File: src/rtl/mmio_timer.sv
`default_nettype none
// ============================================================================
// Module      : mmio_timer
// Description : Memory-mapped countdown timer on the CPU data-memory bus.
//               One-shot and auto-reload modes with a maskable interrupt.
//               Register map (byte offsets from BASE):
//                 0x0 CTRL   (RW) [0] EN, [2:1] MODE, [3] IM
//                 0x4 PRESET (RW) reload value
//                 0x8 COUNT  (RO) current count
//                 0xC reserved (reads 0, writes ignored)
// Ports       : clk   - clock, rising edge
//               rst   - asynchronous active-high reset
//               addr  - CPU byte address (ALU output)
//               we    - CPU memory write strobe
//               wdata - CPU store data
//               rdata - combinational read data (0 when not hit)
//               hit   - combinational window decode
//               irq   - registered interrupt request
// Revision    : 1.0 - initial release
// ============================================================================
module mmio_timer #(
    parameter logic [31:0] BASE = 32'h0000_7F00
) (
    input  logic        clk,
    input  logic        rst,
    input  logic [31:0] addr,
    input  logic        we,
    input  logic [31:0] wdata,
    output logic [31:0] rdata,
    output logic        hit,
    output logic        irq
);

    localparam logic [1:0] c_OFF_CTRL   = 2'd0;
    localparam logic [1:0] c_OFF_PRESET = 2'd1;
    localparam logic [1:0] c_OFF_COUNT  = 2'd2;
    localparam logic [1:0] c_MODE_AUTO  = 2'd1;

    typedef enum logic [1:0] {
        ST_IDLE = 2'd0,
        ST_LOAD = 2'd1,
        ST_CNT  = 2'd2,
        ST_INT  = 2'd3
    } state_t;

    state_t      r_state;
    logic [3:0]  r_ctrl;
    logic [31:0] r_preset;
    logic [31:0] r_count;
    logic        r_pend;
    logic        r_irq;

    logic        w_hit;
    logic [1:0]  w_off;
    logic        w_ctrl_wr;
    logic        w_preset_wr;
    logic        w_en;
    logic        w_auto;
    logic        w_enter_int;
    logic [3:0]  w_ctrl_next;
    logic        w_pend_next;
    logic        w_irq_next;
    logic        w_unused_addr;

    // Byte lane bits play no part in decode.
    assign w_unused_addr = ^addr[1:0];

    assign w_hit       = (addr[31:4] == BASE[31:4]);
    assign w_off       = addr[3:2];
    assign w_ctrl_wr   = we && w_hit && (w_off == c_OFF_CTRL);
    assign w_preset_wr = we && w_hit && (w_off == c_OFF_PRESET);

    assign w_en   = r_ctrl[0];
    assign w_auto = (r_ctrl[2:1] == c_MODE_AUTO);

    // Final count tick: COUNT of 1 or 0 (PRESET=0 behaves as 1).
    assign w_enter_int = (r_state == ST_CNT) && w_en && (r_count <= 32'd1);

    // CPU write to CTRL takes priority over the one-shot EN auto-clear.
    always_comb begin
        w_ctrl_next = r_ctrl;
        if (w_ctrl_wr) begin
            w_ctrl_next = wdata[3:0];
        end else if ((r_state == ST_INT) && !w_auto) begin
            w_ctrl_next = {r_ctrl[3:1], 1'b0};
        end
    end

    // Pending flag is only meaningful in one-shot mode; set beats clear.
    assign w_pend_next = (w_enter_int && !w_auto) ||
                         (r_pend && !(w_ctrl_wr || w_preset_wr));

    // irq is computed from next-state values so it rises on the same edge
    // that enters INT rather than one cycle later.
    always_comb begin
        w_irq_next = 1'b0;
        if (w_ctrl_next[2:1] == c_MODE_AUTO) begin
            w_irq_next = w_enter_int && w_ctrl_next[3];
        end else begin
            w_irq_next = w_pend_next && w_ctrl_next[3];
        end
    end

    always_ff @(posedge clk or posedge rst) begin
        if (rst) begin
            r_state  <= ST_IDLE;
            r_ctrl   <= 4'd0;
            r_preset <= 32'd0;
            r_count  <= 32'd0;
            r_pend   <= 1'b0;
            r_irq    <= 1'b0;
        end else begin
            r_ctrl <= w_ctrl_next;
            r_pend <= w_pend_next;
            r_irq  <= w_irq_next;
            if (w_preset_wr) begin
                r_preset <= wdata;
            end
            case (r_state)
                ST_IDLE: begin
                    if (w_en) begin
                        r_state <= ST_LOAD;
                    end
                end
                ST_LOAD: begin
                    r_count <= r_preset;
                    r_state <= ST_CNT;
                end
                ST_CNT: begin
                    if (!w_en) begin
                        r_state <= ST_IDLE;
                    end else if (r_count > 32'd1) begin
                        r_count <= r_count - 32'd1;
                    end else begin
                        r_count <= 32'd0;
                        r_state <= ST_INT;
                    end
                end
                ST_INT: begin
                    if (w_auto) begin
                        r_state <= ST_LOAD;
                    end else begin
                        r_state <= ST_IDLE;
                    end
                end
                default: r_state <= ST_IDLE;
            endcase
        end
    end

    always_comb begin
        rdata = 32'd0;
        if (w_hit) begin
            case (w_off)
                c_OFF_CTRL:   rdata = {28'd0, r_ctrl};
                c_OFF_PRESET: rdata = r_preset;
                c_OFF_COUNT:  rdata = r_count;
                default:      rdata = 32'd0;
            endcase
        end
    end

    assign hit = w_hit;
    assign irq = r_irq;

endmodule
`default_nettype wire
File: config.mk
export PLATFORM = sky130hd
export DESIGN_NAME = mmio_timer
export DESIGN_NICKNAME = d
export VERILOG_FILES = /design/src/rtl/mmio_timer.sv
export SDC_FILE = /design/constraint.sdc
export NUM_CORES = 1
export LEC_CHECK = 0
export ABC_CLOCK_PERIOD_IN_PS = 3100
export CORE_MARGIN = 2
export CORE_UTILIZATION = 52
export CTS_BUF_LIST = sky130_fd_sc_hd__clkbuf_2
export CTS_CLUSTER_SIZE = 12
export DETAILED_ROUTE_END_ITERATION = 10
export PLACE_DENSITY = 0.81
export SLEW_MARGIN = 40
export SYNTH_ARGS = -nofsm -noshare
export SYNTH_HDL_FRONTEND = slang
export SYNTH_SLANG_ARGS = --single-unit
File: constraint.sdc
create_clock -name clk -period 3.1 [get_ports clk]
set_input_delay 0.465 -clock clk [delete_from_list [all_inputs] [get_ports clk]]
set_output_delay 0.465 -clock clk [all_outputs]
set_load 0.1 [all_outputs]
==> results_dict.tcl <==
set metrics [dict create \
    cp.required_ps 2630 \
    crit_buf_inv 2 \
    p_per_area_nw_per_um2 284 \
    drive_above_1_share 0.224 \
    cts_tree "yes" \
    cp-start-kind "input pin" \
    worstPathArrival_ps 2510 \
    irDropWorstVdd_uv 173 \
    syn_inst 453 \
    cts_root_buf "clkbuf_2" \
    path_delay_family "simple AND/OR/NAND/NOR gates" \
    postLayoutCoreUtil 0.727 \
    chipWidth_um 95.3 \
    gr-usage-all-layers 0.287 \
    leakagePower_nw 2.57 \
    synth_area_um2 4330 \
    slowest_delay_ps 480 \
    dp_hpwl_um 8450 \
    ys_seq_elements 72 \
    die_h_um 95.3 \
    grt_pass1_wl_um 20500 \
    finalCritPeriodShare 0.961 \
    nets 614 \
    synth_edf_count 0 \
    synth.top_cell.area_share 0.416 \
    slowest_stage "clkdlybuf4s50_1" \
    hold_viol 0 \
    busiest_layer "met2" \
    rsz0062_at_grt "false" \
    synth_area_per_cell_um2 9.56 \
    worstRegToRegCells 6 \
    end_kind "output port" \
    wl_um 12300 \
    antenna_found_initial 0 \
    relSlewSlack 0.413 \
    final_cells 655 \
    yosysTopAreaCell "dfrtp_1" \
    core_area_um2 8130 \
    post_drt_wl_per_cell_um 18.8 \
    cts_sinks 72 \
    clk_path_buf_depth 2 \
    postSynth.asyncResetShare 1.00 \
    h-tree-depth 3 \
    die_area_um2 9080 \
    drc 0 \
    ant_nets 0 \
    area_delta_synth_final_pct 36.4 \
    timing.fmax_ghz 0.336 \
    grt_use_met1 0.373 \
    grt_max_degree 46 \
    grtUsageMet2 0.460 \
    grt_pass1_vias 4180 \
    num_vias 4257 \
    syn_nets 522 \
    synth_common_cells "72 x dfrtp_1, 51 x nor2_1, 40 x a22oi_1, 35 x mux2_2, 21 x clkbuf_1" \
    ys_dominant_reg_cell "dfrtp_1" \
    port_buffers 98 \
    setup_viol 0 \
    num_io_pins 101 \
    n_antenna_cell 0 \
    place_congestion 0.918 \
    synth.most_common_cell "dfrtp_1" \
    cts.reportedPaths.clkPinSlew_ps 180 \
    synth-seq-area-share 0.416 \
    drt_iter0_drc 362 \
    globalRouteMet3Util 0.0680 \
    path_class "input pin to output port" \
    status "completed" \
    cts_inserted_buffers 9 \
    cap_violations 0 \
    std_cell_rows 33 \
    clkLatencyLatePin_ps 530 \
    power_w 0.00168 \
    synth_cell_types 61 \
    cp.depth 6 \
    hp-class "input pin to async pin" \
    synth_area_leaders "dfrtp_1 42%, mux2_2 9.1%, a22oi_1 6.9%" \
    worst_pin_slew_ps 880 \
    critical_path.cell_chain "clkdlybuf4s50_1 > nor4b_1 > nand4_1 > or2_4 > nor2_1 > buf_12" \
    period_minus_slack_ps 2980 \
    slew_viol_final 0 \
    skew_ps 31.0 \
    crit_path_max_fanout 36 \
    cts_hold_buffers 0 \
    dp_cells 639 \
    vias_per_cell 6.50 \
    start_util 0.533 \
    fillers 581 \
    yosys_warnings 0 \
    grt-ovfl-total 0 \
    dr.pass1.iters 5 \
]
-- cells by family after synthesis --
logic type | count (synthesis) | share of synthesized area
and+or+nand+nor | 163 | 0.207
AOI/OAI and AO/OA | 130 | 0.218
DFF | 72 | 0.416
buffers and inverters | 46 | 0.0505
muxes | 40 | 0.103
adders and majority gates | 2 | 0.00578
-- sequential cells by signal, indices dropped and copies added, names as in the netlist --
| signal | cells |
|---|---|
| r_count | 32 |
| r_ctrl | 4 |
| r_preset | 32 |
| r_pend | 1 |
| r_state | 2 |
| irq | 1 |
-- report_power, final --
group          leakage, nW  total, W    switching, W  internal [W]
Combinational         1.48  0.000133       0.0000510     0.0000821
Sequential            1.00  0.000940  0.000000000186      0.000940
Clock               0.0836  0.000603        0.000329      0.000274
-- worst paths after layout --
check | from | end | slack (ps)
setup / recovery | addr[14] | rdata[25] | 120
hold / removal | rst | r_preset[1] | 320
setup reg to reg | r_count[20] | r_count[24] | 380
hold reg to reg | r_pend | r_pend | 550
max in group asynchronous | rst | r_count[21] | 2100
min in group clk | wdata[27] | r_preset[27] | 520
-- worst register-to-register path: cells and delay by family, from the launching register on --
kind / cells / cell delay (ps)
flops: 1 / 510
buf+inv: 1 / 270
simple gates: 4 / 1560
compound gates: 1 / 220
-- repair_timing --
action                                  4_1_cts  5_1_grt
resized for setup                             1        0
setup buffers                                 0        0
endpoints found under the setup margin        3        0
-- placed cells by master, fill, tap and decap left out, drive strengths merged, types with 3 or more instances in the layout --
cell | Yosys | layout
dfrtp | 72 | 72
clkdlybuf4s50 | 0 | 64
buf | 14 | 52
nor2 | 51 | 51
a22oi | 40 | 40
mux2 | 35 | 35
nand2 | 19 | 19
nand3 | 17 | 17
a21oi | 17 | 17
o211ai | 13 | 13
clkbuf | 21 | 12
nand4 | 11 | 11
o21ai | 11 | 11
nor4 | 11 | 11
and3 | 10 | 10
inv | 10 | 10
o2111ai | 8 | 8
or2 | 6 | 6
or4 | 6 | 6
nor2b | 6 | 6
o41ai | 5 | 5
o31ai | 5 | 5
a32oi | 5 | 5
mux2i | 5 | 5
o22ai | 5 | 5
or3 | 5 | 5
nand2b | 4 | 4
a22o | 4 | 4
a31oi | 4 | 4
o311ai | 4 | 4
nor3 | 4 | 4
and2 | 3 | 3
clkinv | 1 | 3
-- metal layers --
metal,vias to the layer above,routed length [um]
met3,37,923
met4,0,306
met5,-,0
met1,2059,5120
met2,229,5960
li1,1932,-
-- area by class of cell --
cell class	count	area [um2]	share of cell area
clock buffers	12	60.1	0.0102
flip-flops and latches	72	1800	0.305
multi-input cells	335	2320	0.393
inverters	11	41.3	0.00699
repair buffers	116	1480	0.251
well taps	105	131	0.0222
clock inverters	4	68.8	0.0116
-- stage by stage --
stage | setup WS (ps) | instance area (um2) | hold slack, ps | TNS [ps]
floorplan | -195 | 4330 | 474 | -5650
global placement | 171 | 5780 | 493 | 0
detailed placement | 71.8 | 5780 | 509 | 0
CTS | 189 | 5910 | 329 | 0
global route | 93.6 | 5910 | 337 | 0
finish | 121 | 5910 | 323 | 0
No activity file was read; power rests on OpenSTA's default activity.
